==> src/rtl/margin_scan_ctrl_if.sv <==
// Scan bus for margin_scan_ctrl: host start/stall/busy/done, score RAM read port,
// and the data-valid sideband consumed by the top-2/margin tracker.
`timescale 1ns/1ps
interface margin_scan_ctrl_if #(
  parameter int IDX_WIDTH = 16,
  parameter int CLS_WIDTH = 8
);
  logic                 start;
  logic                 stall;
  logic                 busy;
  logic                 done;
  logic                 rd_en;
  logic [IDX_WIDTH-1:0] rd_sample;
  logic [CLS_WIDTH-1:0] rd_class;
  logic                 dv;
  logic                 d_first;
  logic                 d_last;
  logic [IDX_WIDTH-1:0] d_sample;

  // Handshake: rd_en is a strobe the RAM always accepts; stall is the only
  // back-pressure and only gates issue while scanning. dv/d_* carry no ready:
  // they arrive exactly RD_LAT cycles after the matching rd_en, unconditionally.
  modport master (
    input  start, stall,
    output busy, done, rd_en, rd_sample, rd_class,
    output dv, d_first, d_last, d_sample
  );

  modport slave (
    output start, stall,
    input  busy, done, rd_en, rd_sample, rd_class,
    input  dv, d_first, d_last, d_sample
  );
endinterface

==> src/rtl/margin_scan_ctrl.sv <==
// Sample-major (sample, class) read sequencer with an RD_LAT-aligned sideband.
// Optional feature macro: MS_SCAN_ABORT_EN adds the abort port.
`timescale 1ns/1ps
module margin_scan_ctrl #(
  parameter int N_SAMPLES = 512,
  parameter int N_CLASSES = 10,
  parameter int IDX_WIDTH = 16,
  parameter int CLS_WIDTH = 8,
  parameter int RD_LAT    = 2
) (
  input  logic                 clk,
  input  logic                 rst_n,
`ifdef MS_SCAN_ABORT_EN
  input  logic                 abort,
`endif
  margin_scan_ctrl_if.master   bus,
  output logic [1:0]           dbg_state
);

  typedef enum logic [1:0] {
    S_IDLE  = 2'd0,
    S_SCAN  = 2'd1,
    S_DRAIN = 2'd2,
    S_DONE  = 2'd3
  } state_t;

  localparam int DRAIN_W = (RD_LAT > 1) ? $clog2(RD_LAT) : 1;
  localparam logic [IDX_WIDTH-1:0] LAST_SMP   = IDX_WIDTH'(N_SAMPLES - 1);
  localparam logic [CLS_WIDTH-1:0] LAST_CLS   = CLS_WIDTH'(N_CLASSES - 1);
  localparam logic [DRAIN_W-1:0]   LAST_DRAIN = DRAIN_W'(RD_LAT - 1);

  state_t               state_q, state_d;
  logic [IDX_WIDTH-1:0] sample_q;
  logic [CLS_WIDTH-1:0] class_q;
  logic [DRAIN_W-1:0]   drain_q;

  logic                 abort_hit;
  logic                 issue;
  logic                 last_cls;
  logic                 last_smp;

  logic [RD_LAT-1:0]    pv_q;
  logic [RD_LAT-1:0]    pf_q;
  logic [RD_LAT-1:0]    pl_q;
  logic [IDX_WIDTH-1:0] ps_q [RD_LAT];

`ifdef MS_SCAN_ABORT_EN
  // Abort only matters while reads are in flight; IDLE and DONE ignore it.
  assign abort_hit = abort && ((state_q == S_SCAN) || (state_q == S_DRAIN));
`else
  assign abort_hit = 1'b0;
`endif

  assign last_cls = (class_q == LAST_CLS);
  assign last_smp = (sample_q == LAST_SMP);
  assign issue    = (state_q == S_SCAN) && !bus.stall && !abort_hit;

  always_ff @(posedge clk) begin
    if (!rst_n) begin
      state_q <= S_IDLE;
    end else begin
      state_q <= state_d;
    end
  end

  always_comb begin
    state_d = state_q;
    case (state_q)
      S_IDLE: begin
        if (bus.start) state_d = S_SCAN;
      end
      S_SCAN: begin
        if (abort_hit)                         state_d = S_IDLE;
        else if (issue && last_cls && last_smp) state_d = S_DRAIN;
      end
      S_DRAIN: begin
        if (abort_hit)                  state_d = S_IDLE;
        else if (drain_q == LAST_DRAIN) state_d = S_DONE;
      end
      S_DONE: begin
        state_d = S_IDLE;
      end
      default: begin
        state_d = S_IDLE;
      end
    endcase
  end

  // Counters advance only on an actual issue; wrap of the last pair returns both to 0.
  always_ff @(posedge clk) begin
    if (!rst_n || abort_hit) begin
      sample_q <= '0;
      class_q  <= '0;
    end else if (issue) begin
      if (last_cls) begin
        class_q  <= '0;
        sample_q <= last_smp ? '0 : sample_q + IDX_WIDTH'(1);
      end else begin
        class_q  <= class_q + CLS_WIDTH'(1);
      end
    end
  end

  always_ff @(posedge clk) begin
    if (!rst_n || (state_q != S_DRAIN)) begin
      drain_q <= '0;
    end else begin
      drain_q <= drain_q + DRAIN_W'(1);
    end
  end

  // Sideband shifts every cycle: the RAM latency is fixed, so stall never holds it.
  always_ff @(posedge clk) begin
    if (!rst_n || abort_hit) begin
      pv_q <= '0;
      pf_q <= '0;
      pl_q <= '0;
      for (int i = 0; i < RD_LAT; i++) ps_q[i] <= '0;
    end else begin
      pv_q[0] <= issue;
      pf_q[0] <= issue && (class_q == '0);
      pl_q[0] <= issue && last_cls;
      ps_q[0] <= issue ? sample_q : '0;
      for (int i = 1; i < RD_LAT; i++) begin
        pv_q[i] <= pv_q[i-1];
        pf_q[i] <= pf_q[i-1];
        pl_q[i] <= pl_q[i-1];
        ps_q[i] <= ps_q[i-1];
      end
    end
  end

  assign bus.busy      = (state_q != S_IDLE);
  assign bus.done      = (state_q == S_DONE);
  assign bus.rd_en     = issue;
  assign bus.rd_sample = sample_q;
  assign bus.rd_class  = class_q;
  assign bus.dv        = pv_q[RD_LAT-1];
  assign bus.d_first   = pf_q[RD_LAT-1];
  assign bus.d_last    = pl_q[RD_LAT-1];
  assign bus.d_sample  = ps_q[RD_LAT-1];
  assign dbg_state     = state_q;

endmodule

==> src/flat_wrapper.sv <==
// flat-port wrapper written by rule: the top's interface ports become plain ports
module margin_scan_ctrl_flat 
#(
  parameter int N_SAMPLES = 512,
  parameter int N_CLASSES = 10,
  parameter int IDX_WIDTH = 16,
  parameter int CLS_WIDTH = 8,
  parameter int RD_LAT    = 2
)
  (clk, rst_n, dbg_state, bus_start, bus_stall, bus_busy, bus_done, bus_rd_en, bus_rd_sample, bus_rd_class, bus_dv, bus_d_first, bus_d_last, bus_d_sample);
  margin_scan_ctrl_if #(.IDX_WIDTH(IDX_WIDTH), .CLS_WIDTH(CLS_WIDTH)) bus_i ();
  input  logic clk;
  input  logic rst_n;
  output logic [1:0] dbg_state;
  input wire logic [$bits(bus_i.start)-1:0] bus_start;
  input wire logic [$bits(bus_i.stall)-1:0] bus_stall;
  output wire logic [$bits(bus_i.busy)-1:0] bus_busy;
  output wire logic [$bits(bus_i.done)-1:0] bus_done;
  output wire logic [$bits(bus_i.rd_en)-1:0] bus_rd_en;
  output wire logic [$bits(bus_i.rd_sample)-1:0] bus_rd_sample;
  output wire logic [$bits(bus_i.rd_class)-1:0] bus_rd_class;
  output wire logic [$bits(bus_i.dv)-1:0] bus_dv;
  output wire logic [$bits(bus_i.d_first)-1:0] bus_d_first;
  output wire logic [$bits(bus_i.d_last)-1:0] bus_d_last;
  output wire logic [$bits(bus_i.d_sample)-1:0] bus_d_sample;
  assign bus_i.start = bus_start;
  assign bus_i.stall = bus_stall;
  assign bus_busy = bus_i.busy;
  assign bus_done = bus_i.done;
  assign bus_rd_en = bus_i.rd_en;
  assign bus_rd_sample = bus_i.rd_sample;
  assign bus_rd_class = bus_i.rd_class;
  assign bus_dv = bus_i.dv;
  assign bus_d_first = bus_i.d_first;
  assign bus_d_last = bus_i.d_last;
  assign bus_d_sample = bus_i.d_sample;
  margin_scan_ctrl #(.N_SAMPLES(N_SAMPLES), .N_CLASSES(N_CLASSES), .IDX_WIDTH(IDX_WIDTH), .CLS_WIDTH(CLS_WIDTH), .RD_LAT(RD_LAT)) u_core (.clk(clk), .rst_n(rst_n), .bus(bus_i), .dbg_state(dbg_state));
endmodule
==> config.mk <==
export PLATFORM = sky130hd
export DESIGN_NAME = margin_scan_ctrl_flat
export DESIGN_NICKNAME = d
export VERILOG_FILES = /design/src/rtl/margin_scan_ctrl_if.sv /design/src/rtl/margin_scan_ctrl.sv /design/src/flat_wrapper.sv
export SDC_FILE = /design/constraint.sdc
export NUM_CORES = 1
export LEC_CHECK = 0
export CAP_MARGIN = 15
export CORE_MARGIN = 1.5
export CORE_UTILIZATION = 55
export CTS_BUF_LIST = sky130_fd_sc_hd__clkbuf_16
export CTS_CLUSTER_SIZE = 24
export DETAILED_ROUTE_END_ITERATION = 8
export PLACE_DENSITY = 0.83
export REMOVE_ABC_BUFFERS = 1
export SYNTH_ARGS = -nofsm -noshare
export SYNTH_HDL_FRONTEND = slang
export SYNTH_SLANG_ARGS = --single-unit
==> constraint.sdc <==
create_clock -name clk -period 4.2 [get_ports clk]
set_input_delay 0.63 -clock clk [delete_from_list [all_inputs] [get_ports clk]]
set_output_delay 0.63 -clock clk [all_outputs]
set_load 0.01 [all_outputs]
[Yosys cells after proc, flatten, opt, wreduce, memory -nomap -nowiden]
Memory sizes are Yosys's and may differ from the RTL's.
Index checks and enable logic that the tools add are counted.
Word-level totals
  RAM bits: 32
  bits in registers: 33
  memories: 1
Cells by class
  equality and inequality tests: 9
  bitwise gates (word level): 2
  add/sub/neg operators: 3
  reductions and logical operators: 12
  mux-type cells: 11
Memories
  u_core.ps_q: words 2, bits a word 16, read ports 2, clocked after memory_dff 0, write ports 2, RTL line margin_scan_ctrl.sv:45  | logic [IDX_WIDTH-1:0] ps_q [RD_LAT];
Operators by type and width (count)
  $mux W16: 4
  $add A16 B1 Y16 const B: 1
  $eq A16 B9 Y1 const B: 1
  $add A8 B1 Y8 const B: 1
  $eq A8 B4 Y1 const B: 1
  $logic_not A8 Y1: 1
  $mux W8: 1
  $pmux W2 S4: 1
  $mux W2: 3
  $ne A2 B2 Y1 const B: 3
  $eq A2 B2 Y1 const B: 2
  $logic_and A1 B1 Y1: 4
  $reduce_and A3 Y1: 1
  $eq A2 B1 Y1 const B: 1
  $logic_not A1 Y1: 2
  $logic_not A2 Y1: 1
  $mux W1: 2
  $ne A2 B1 Y1 const B: 1
  $or A1 B1 Y1: 2
  $reduce_and A2 Y1: 1
  $reduce_bool A2 Y1: 1
  $add A1 B1 Y1 const B: 1
  $logic_or A1 B1 Y1: 1

[Logic depth before layout (Yosys ltp)]
  word-level depth: 6
  gate-level depth with buffers: 8
  depth with buffers taken out: 8

[Worst setup path after synthesis]
No wires, ideal clock.
  kind: input -> output
  start point: input port bus_stall
  end point: output port bus_rd_en
  arrival time: 1.273 ns
  stages: 3
  slack: 2.297 ns
  data required time: 3.570 ns
  cells stage by stage: nand2b_1 > inv_1 > clkbuf_1
Between the ends
  cells in the longest elaborated chain, start to end: 2
Ends and longest elaborated chain
  start, declared: RTL line flat_wrapper.sv:16  | input wire logic [$bits(bus_i.stall)-1:0] bus_stall;
  $logic_not A1 Y1: RTL line margin_scan_ctrl.sv:56  | assign issue = (state_q == S_SCAN) && !bus.stall && !abort_hit;
  $logic_and A1 B1 Y1: RTL line margin_scan_ctrl.sv:56
  end, declared: RTL line flat_wrapper.sv:19  | output wire logic [$bits(bus_i.rd_en)-1:0] bus_rd_en;
No other way between the ends.

[Worst setup path after layout]
Ends and elaborated chain as after synthesis.

==> flow_summary.html <==
<table>
<tr><th>Metric</th><th>Value</th></tr>
<tr><th colspan="2">Cells and area</th></tr>
<tr><td>Register cell area after layout</td><td>1301 µm²</td></tr>
<tr><td>Total area of multi-input combinational cells</td><td>1116 µm²</td></tr>
<tr><td>Nets</td><td>322</td></tr>
<tr><td>Most common cell after layout, fill and taps aside</td><td>dfxtp_1</td></tr>
<tr><td># diodes</td><td>0</td></tr>
<tr><td>Ratio of cells with drive above 1 in the final layout</td><td>6.731%</td></tr>
<tr><td>Fill count</td><td>325</td></tr>
<tr><td>Area added between synthesis and finish</td><td>25.13%</td></tr>
<tr><td>Highest-count cells in the layout ignoring fill and taps</td><td>65 x dfxtp_1, 51 x clkdlybuf4s50_1, 22 x and2_1</td></tr>
<tr><th colspan="2">Route</th></tr>
<tr><td>DR vias</td><td>2002</td></tr>
<tr><td>Post-detailed-route wirelength per cell</td><td>13.35 µm</td></tr>
<tr><td>Detailed-route DRC error count</td><td>0</td></tr>
<tr><td>Post-DR vias/cell</td><td>5.500</td></tr>
<tr><td>Iter 0 DRT Violations</td><td>138</td></tr>
<tr><td>Count of antenna-violating nets left after detailed routing</td><td>0</td></tr>
<tr><td>Final wirelength</td><td>4860 µm</td></tr>
<tr><td>Detailed-routing iteration count for the pre-antenna-repair pass</td><td>4</td></tr>
<tr><th colspan="2">Die</th></tr>
<tr><td>Number of standard-cell rows in the floorplan</td><td>24</td></tr>
<tr><td>Placeable core area</td><td>4474 µm²</td></tr>
<tr><td>Die outline width</td><td>72.07 µm</td></tr>
<tr><td>Floorplan die area</td><td>5194 µm²</td></tr>
<tr><td>Initial cell density of the core</td><td>58.64%</td></tr>
<tr><td>Die boundary height</td><td>72.07 µm</td></tr>
<tr><td>I/O pin total</td><td>52</td></tr>
<tr><th colspan="2">Timing</th></tr>
<tr><td>Number of pins with negative max-slew slack in the final report</td><td>0</td></tr>
<tr><td>Highest clock rate</td><td>383.5 MHz</td></tr>
<tr><td>Setup clock skew after layout</td><td>0.005466 ns</td></tr>
<tr><td>Total negative setup slack</td><td>0 ns</td></tr>
<tr><td>RSZ-0062 raised after global routing</td><td>no</td></tr>
<tr><td>Final number of hold-violating endpoints</td><td>0</td></tr>
<tr><td>Period utilization</td><td>62.09%</td></tr>
<tr><td>Hold slack final</td><td>0.4279 ns</td></tr>
<tr><td>Time the worst path needs with I/O delays and setup</td><td>2.608 ns</td></tr>
<tr><td>Final setup violating endpoints</td><td>0</td></tr>
<tr><td>Worst slew margin relative to its limit</td><td>33.73%</td></tr>
<tr><td>Slew at the pin with the worst max-slew slack</td><td>0.9858 ns</td></tr>
<tr><th colspan="2">Power and ir drop</th></tr>
<tr><td>Static leakage</td><td>1.291 nW</td></tr>
<tr><td>Tot Pwr</td><td>0.001423 W</td></tr>
<tr><td>IR Drop Worst-Case VDD</td><td>0.4065 mV</td></tr>
<tr><td>Pwr Density</td><td>433.4 nW/µm²</td></tr>
<tr><th colspan="2">Critical path</th></tr>
<tr><td>Data arrival time of the worst path</td><td>1.98 ns</td></tr>
<tr><td>Data required time at the worst endpoint</td><td>3.57 ns</td></tr>
<tr><td>R2R Path Start</td><td>u_core.bus.rd_sample[1]</td></tr>
<tr><td>Start point of the critical path</td><td>bus_stall</td></tr>
<tr><td>Critical setup path kind</td><td>input port to primary output</td></tr>
<tr><td>Worst Path Max Fanout</td><td>5</td></tr>
<tr><td>Startpoint class of the critical path</td><td>input port</td></tr>
<tr><td>Kind of end point of the critical path</td><td>primary output</td></tr>
<tr><th colspan="2">Global route</th></tr>
<tr><td>First-pass GRT wire length</td><td>8224 µm</td></tr>
<tr><td>Overflow after GRT</td><td>0</td></tr>
<tr><td>Global-route usage over all layers</td><td>20.44%</td></tr>
<tr><td>Number of global-route vias before repair</td><td>1831</td></tr>
<tr><td>Pin count of the biggest net entering global routing</td><td>50</td></tr>
<tr><td>Number of antenna violations at the first check in global routing</td><td>0</td></tr>
<tr><th colspan="2">Synth</th></tr>
<tr><td>Sequential area share after synthesis</td><td>49.59%</td></tr>
<tr><td>Mean post-synth cell area</td><td>9.611 µm²</td></tr>
<tr><td>Synth async-reset ratio</td><td>0%</td></tr>
<tr><td>Cell count after synthesis</td><td>273</td></tr>
<tr><td>Most used DFF post-synth</td><td>dfxtp_1</td></tr>
<tr><td>Total number of yosys warnings</td><td>0</td></tr>
<tr><td>Post-synthesis sequential element count</td><td>65</td></tr>
<tr><td>Count of flip-flops with a built-in enable after synthesis</td><td>0</td></tr>
<tr><td>Netlist area before placement</td><td>2624 µm²</td></tr>
<tr><td>Number of unique standard cell types used by synthesis</td><td>42</td></tr>
<tr><th colspan="2">Placed design</th></tr>
<tr><td>DP HPWL</td><td>3121 µm</td></tr>
<tr><td>Global placer's final weighted congestion</td><td>0.8778</td></tr>
<tr><td>Count of buffers from port buffering</td><td>51</td></tr>
<tr><th colspan="2">Clock tree</th></tr>
<tr><td>Clock tree from TritonCTS</td><td>built</td></tr>
<tr><td>Total of hold buffers inserted after clock tree synthesis</td><td>0</td></tr>
<tr><td>Clock root buffer</td><td>clkbuf_16</td></tr>
<tr><td>Clock sinks</td><td>65</td></tr>
<tr><td>Maximum level of the CTS H-tree</td><td>3</td></tr>
<tr><td>Clk pin slew, worst setup/hold paths</td><td>0.05 ns</td></tr>
<tr><td>CTS max path bufs</td><td>2</td></tr>
<tr><td>Insertion delay to the later sink of the worst-skew pair</td><td>0.32 ns</td></tr>
<tr><td>Buffers inserted during post-CTS setup optimization</td><td>0</td></tr>
<tr><td>Clock buffer count from CTS</td><td>9</td></tr>
<tr><td>Resize count post-CTS</td><td>0</td></tr>
<tr><th colspan="2">Min path</th></tr>
<tr><td>Min-Delay Path Class</td><td>flop to flop</td></tr>
<tr><td>Hold Path Origin</td><td>u_core.drain_q</td></tr>
<tr><th colspan="2">Job</th></tr>
<tr><td>Max-capacitance violation count</td><td>0</td></tr>
<tr><th colspan="2">Run status</th></tr>
<tr><td>Outcome</td><td>complete, no violations</td></tr>
</table>
==> critical path, cell delays in order <==
cell             delay [ns]
clkdlybuf4s50_1        0.42
nand2b_1               0.24
inv_1                  0.14
clkdlybuf4s50_1        0.54
==> path summary, 6_finish.rpt <==
check / endpoint / slack (ns) / cells after the start
setup / recovery: bus_rd_en / 1.59 / 4
hold / removal: u_core.drain_q / 0.43 / 1
setup reg to reg: u_core.bus.rd_sample[14] / 1.74 / 6
hold reg to reg: u_core.drain_q / 0.43 / 1
==> cells by family after synthesis <==
kind of cell	share of synthesized area [%]
AOI/OAI and AO/OA	6.533
xor gates and xnor gates	3.672
adders and majority gates	3.815
DFF	49.59
buffers and inverters	7.868
muxes	0.7630
and+or+nand+nor	27.75
==> registers in the layout (all words and copies together), names as in the netlist <==
register	cells
u_core.ps_q	32
u_core.pl_q	2
u_core.bus.rd_sample	16
u_core.dbg_state	2
u_core.bus.rd_class	8
u_core.pf_q	2
u_core.pv_q	2
u_core.drain_q	1
==> cell usage after synthesis (all sizes together), types with 4 or more instances <==
master / count / area [µm²]
dfxtp: 65 / 1301
and2: 22 / 137.6
and3: 20 / 126.4
nand2: 20 / 75.07
buf: 18 / 138.9
nor2: 18 / 67.56
clkbuf: 9 / 33.78
inv: 9 / 33.78
ha: 8 / 100.1
nand3: 8 / 40.04
nand4: 8 / 50.05
o21ai: 8 / 40.04
a21oi: 7 / 35.03
xor2: 7 / 61.31
and4: 4 / 35.03
nor3: 4 / 31.28
o41ai: 4 / 35.03
or3: 4 / 30.03
xnor2: 4 / 35.03
==> layer usage <==
metal | track usage, % | vias to the layer above | routed length, µm
met5 | 0 | - | 0
li1 | - | 996 | -
met2 | 33.33 | 54 | 2369
met4 | 11.32 | 0 | 84
met1 | 25.09 | 946 | 2186
met3 | 4.583 | 6 | 220
==> report_power, final <==
| part | internal (W) | switching (W) | total (W) |
|---|---|---|---|
| registers | 0.000635 | 0.0000167 | 0.000651 |
| clock network | 0.000380 | 0.000227 | 0.000607 |
| logic | 0.0000787 | 0.0000859 | 0.000165 |
==> metrics by stage <==
stage / std cells / cell area (µm²) / worst slack [ns] / utilization, %
after floorplan: 246 / 2451 / 2.163 / -
after global placement: 351 / 3042 / 1.606 / 67.98
after detailed placement: 351 / 3042 / 1.587 / 67.98
after CTS: 364 / 3283 / 1.580 / 73.38
after global routing: 364 / 3283 / 1.507 / 73.38
final: 364 / 3283 / 1.592 / 73.38
==> cell type report <==
type / count / area share [%]
sequential: 65 / 39.63
inverter: 9 / 1.029
tap: 52 / 1.982
timing repair buffer: 53 / 16.01
clock buffer: 9 / 6.860
multi-input combinational: 172 / 33.99
clock inverter: 4 / 0.4954
Power figures use the tool's default switching activity.
==> variant: new RTL, same flow settings <==
`IDX_WIDTH` is set to 16 in 3 places; all go to 18.
--- a/src/rtl/margin_scan_ctrl_if.sv
+++ b/src/rtl/margin_scan_ctrl_if.sv
@@ -3,5 +3,5 @@
 `timescale 1ns/1ps
 interface margin_scan_ctrl_if #(
-  parameter int IDX_WIDTH = 16,
+  parameter int IDX_WIDTH = 18,
   parameter int CLS_WIDTH = 8
 );
--- a/src/rtl/margin_scan_ctrl.sv
+++ b/src/rtl/margin_scan_ctrl.sv
@@ -5,5 +5,5 @@
   parameter int N_SAMPLES = 512,
   parameter int N_CLASSES = 10,
-  parameter int IDX_WIDTH = 16,
+  parameter int IDX_WIDTH = 18,
   parameter int CLS_WIDTH = 8,
   parameter int RD_LAT    = 2
--- a/src/flat_wrapper.sv
+++ b/src/flat_wrapper.sv
@@ -4,5 +4,5 @@
   parameter int N_SAMPLES = 512,
   parameter int N_CLASSES = 10,
-  parameter int IDX_WIDTH = 16,
+  parameter int IDX_WIDTH = 18,
   parameter int CLS_WIDTH = 8,
   parameter int RD_LAT    = 2
Ports: changed (resized bus_d_sample and bus_rd_sample); port bits go from 52 to 56. The function was not compared with the original's and may differ.
==> variant against the unedited design <==
- synthesized cell count up 8.1%
- cell area up 10%
- sequential cell count up 6
- die area up 8.6%
- largest cell class unchanged
- area after synthesis up 9.0%
- setup slack worse by 150 ps
- wire length up 13%
- total power up 11%
==> variant: results <==
metrics = {
    "critical_path": {
        "slowest_delay_ps": 630,
        "r2r_start": "u_core.bus.rd_class[2]$_SDFFE_PN0N_",
        "worstPathArrival_ps": 2130,
        "cp_max_fo": 8,
        "r2r_cells": 5,
        "r2r_end": "u_core.bus.rd_sample[8]$_SDFFE_PN0P_",
    },
    "grt": {
        "grt_pass1_wl_mm": 8.94,
        "use_met1": 0.269,
        "grt_max_degree": 51,
        "gr-usage-met3": 0.0629,
        "grt_usage": 0.215,
        "grt_pass1_vias": 1884,
    },
    "timing": {
        "timing.hold.ws_ps": 429,
        "max_slew_margin": 0.575,
        "skew_ps": 7.33,
    },
    "final_layout": {
        "post_layout_nonfiller_instances": 408,
        "layout-drive-gt1-share": 0.0562,
        "nets": 347,
        "n_fill_cell": 385,
    },
    "power": {
        "ir_worst_vdd_mv": 0.300,
        "switchingPower_uw": 363,
        "pg_seq_uw": 711,
        "combPwrFrac": 0.104,
        "p_leak_uw": 0.00137,
    },
    "placement": {
        "dpl_cell_area_um2": 3330,
        "dp_cells": 393,
        "place_ws_ps": 1410,
        "io_buffers": 55,
        "gp_congestion": 0.808,
        "hpwl_mm": 3.54,
    },
    "detailed_routing": {
        "wire_per_inst_um": 13.5,
        "wl_met1_mm": 2.49,
        "drtIter0Drc": 124,
        "wl_met3_um": 375,
        "vias_per_cell": 5.29,
        "met2_length_mm": 2.54,
        "highest_layer": "met4",
    },
    "synthesis": {
        "synth_flop_cell": "dfxtp_1",
        "synth_cells": 295,
        "synth_common_cells": "71 x dfxtp_1, 45 x and2_1, 20 x nand2_1",
        "ys_seq_area_frac": 0.497,
    },
    "worst_hold_path": {
        "hold_end": "u_core.ps_q[0][24]$_SDFF_PN0_",
        "hp-start": "u_core.ps_q[0][6]$_SDFF_PN0_",
    },
    "run_status": {
        "status": "completed",
    },
}
[variant: cell types whose count changed in the layout (fill, tap and decap cells not counted), moves of 3 or more]
cell	change
nand2b_1	+3
o21a_1	+4
dfxtp_1	+6
nand3_1	+4
and3_1	-16
o32ai_1	+3
nor2_1	-3
clkdlybuf4s50_1	+4
o21ai_0	-4
nor3_1	+3
o41ai_1	-4
and2_1	+23
[variant: layout make-up]
class | count | area, um^2 | area share
Timing Repair Buffer | 56 | 558 | 0.154
Clock buffer | 9 | 225 | 0.0623
Clock inverter | 6 | 55.1 | 0.0152
Inverter | 8 | 30.0 | 0.00831
Multi-Input combinational cell | 188 | 1230 | 0.342
Sequential cell | 71 | 1420 | 0.393
Tap cell | 70 | 87.6 | 0.0242
[variant: kinds of logic after synthesis]
group,share of synthesized area
mux,0.0105
fa+ha+maj,0.0394
compound gates,0.0717
simple gates,0.273
buf+inv,0.0713
flops,0.497
xor+xnor,0.0367
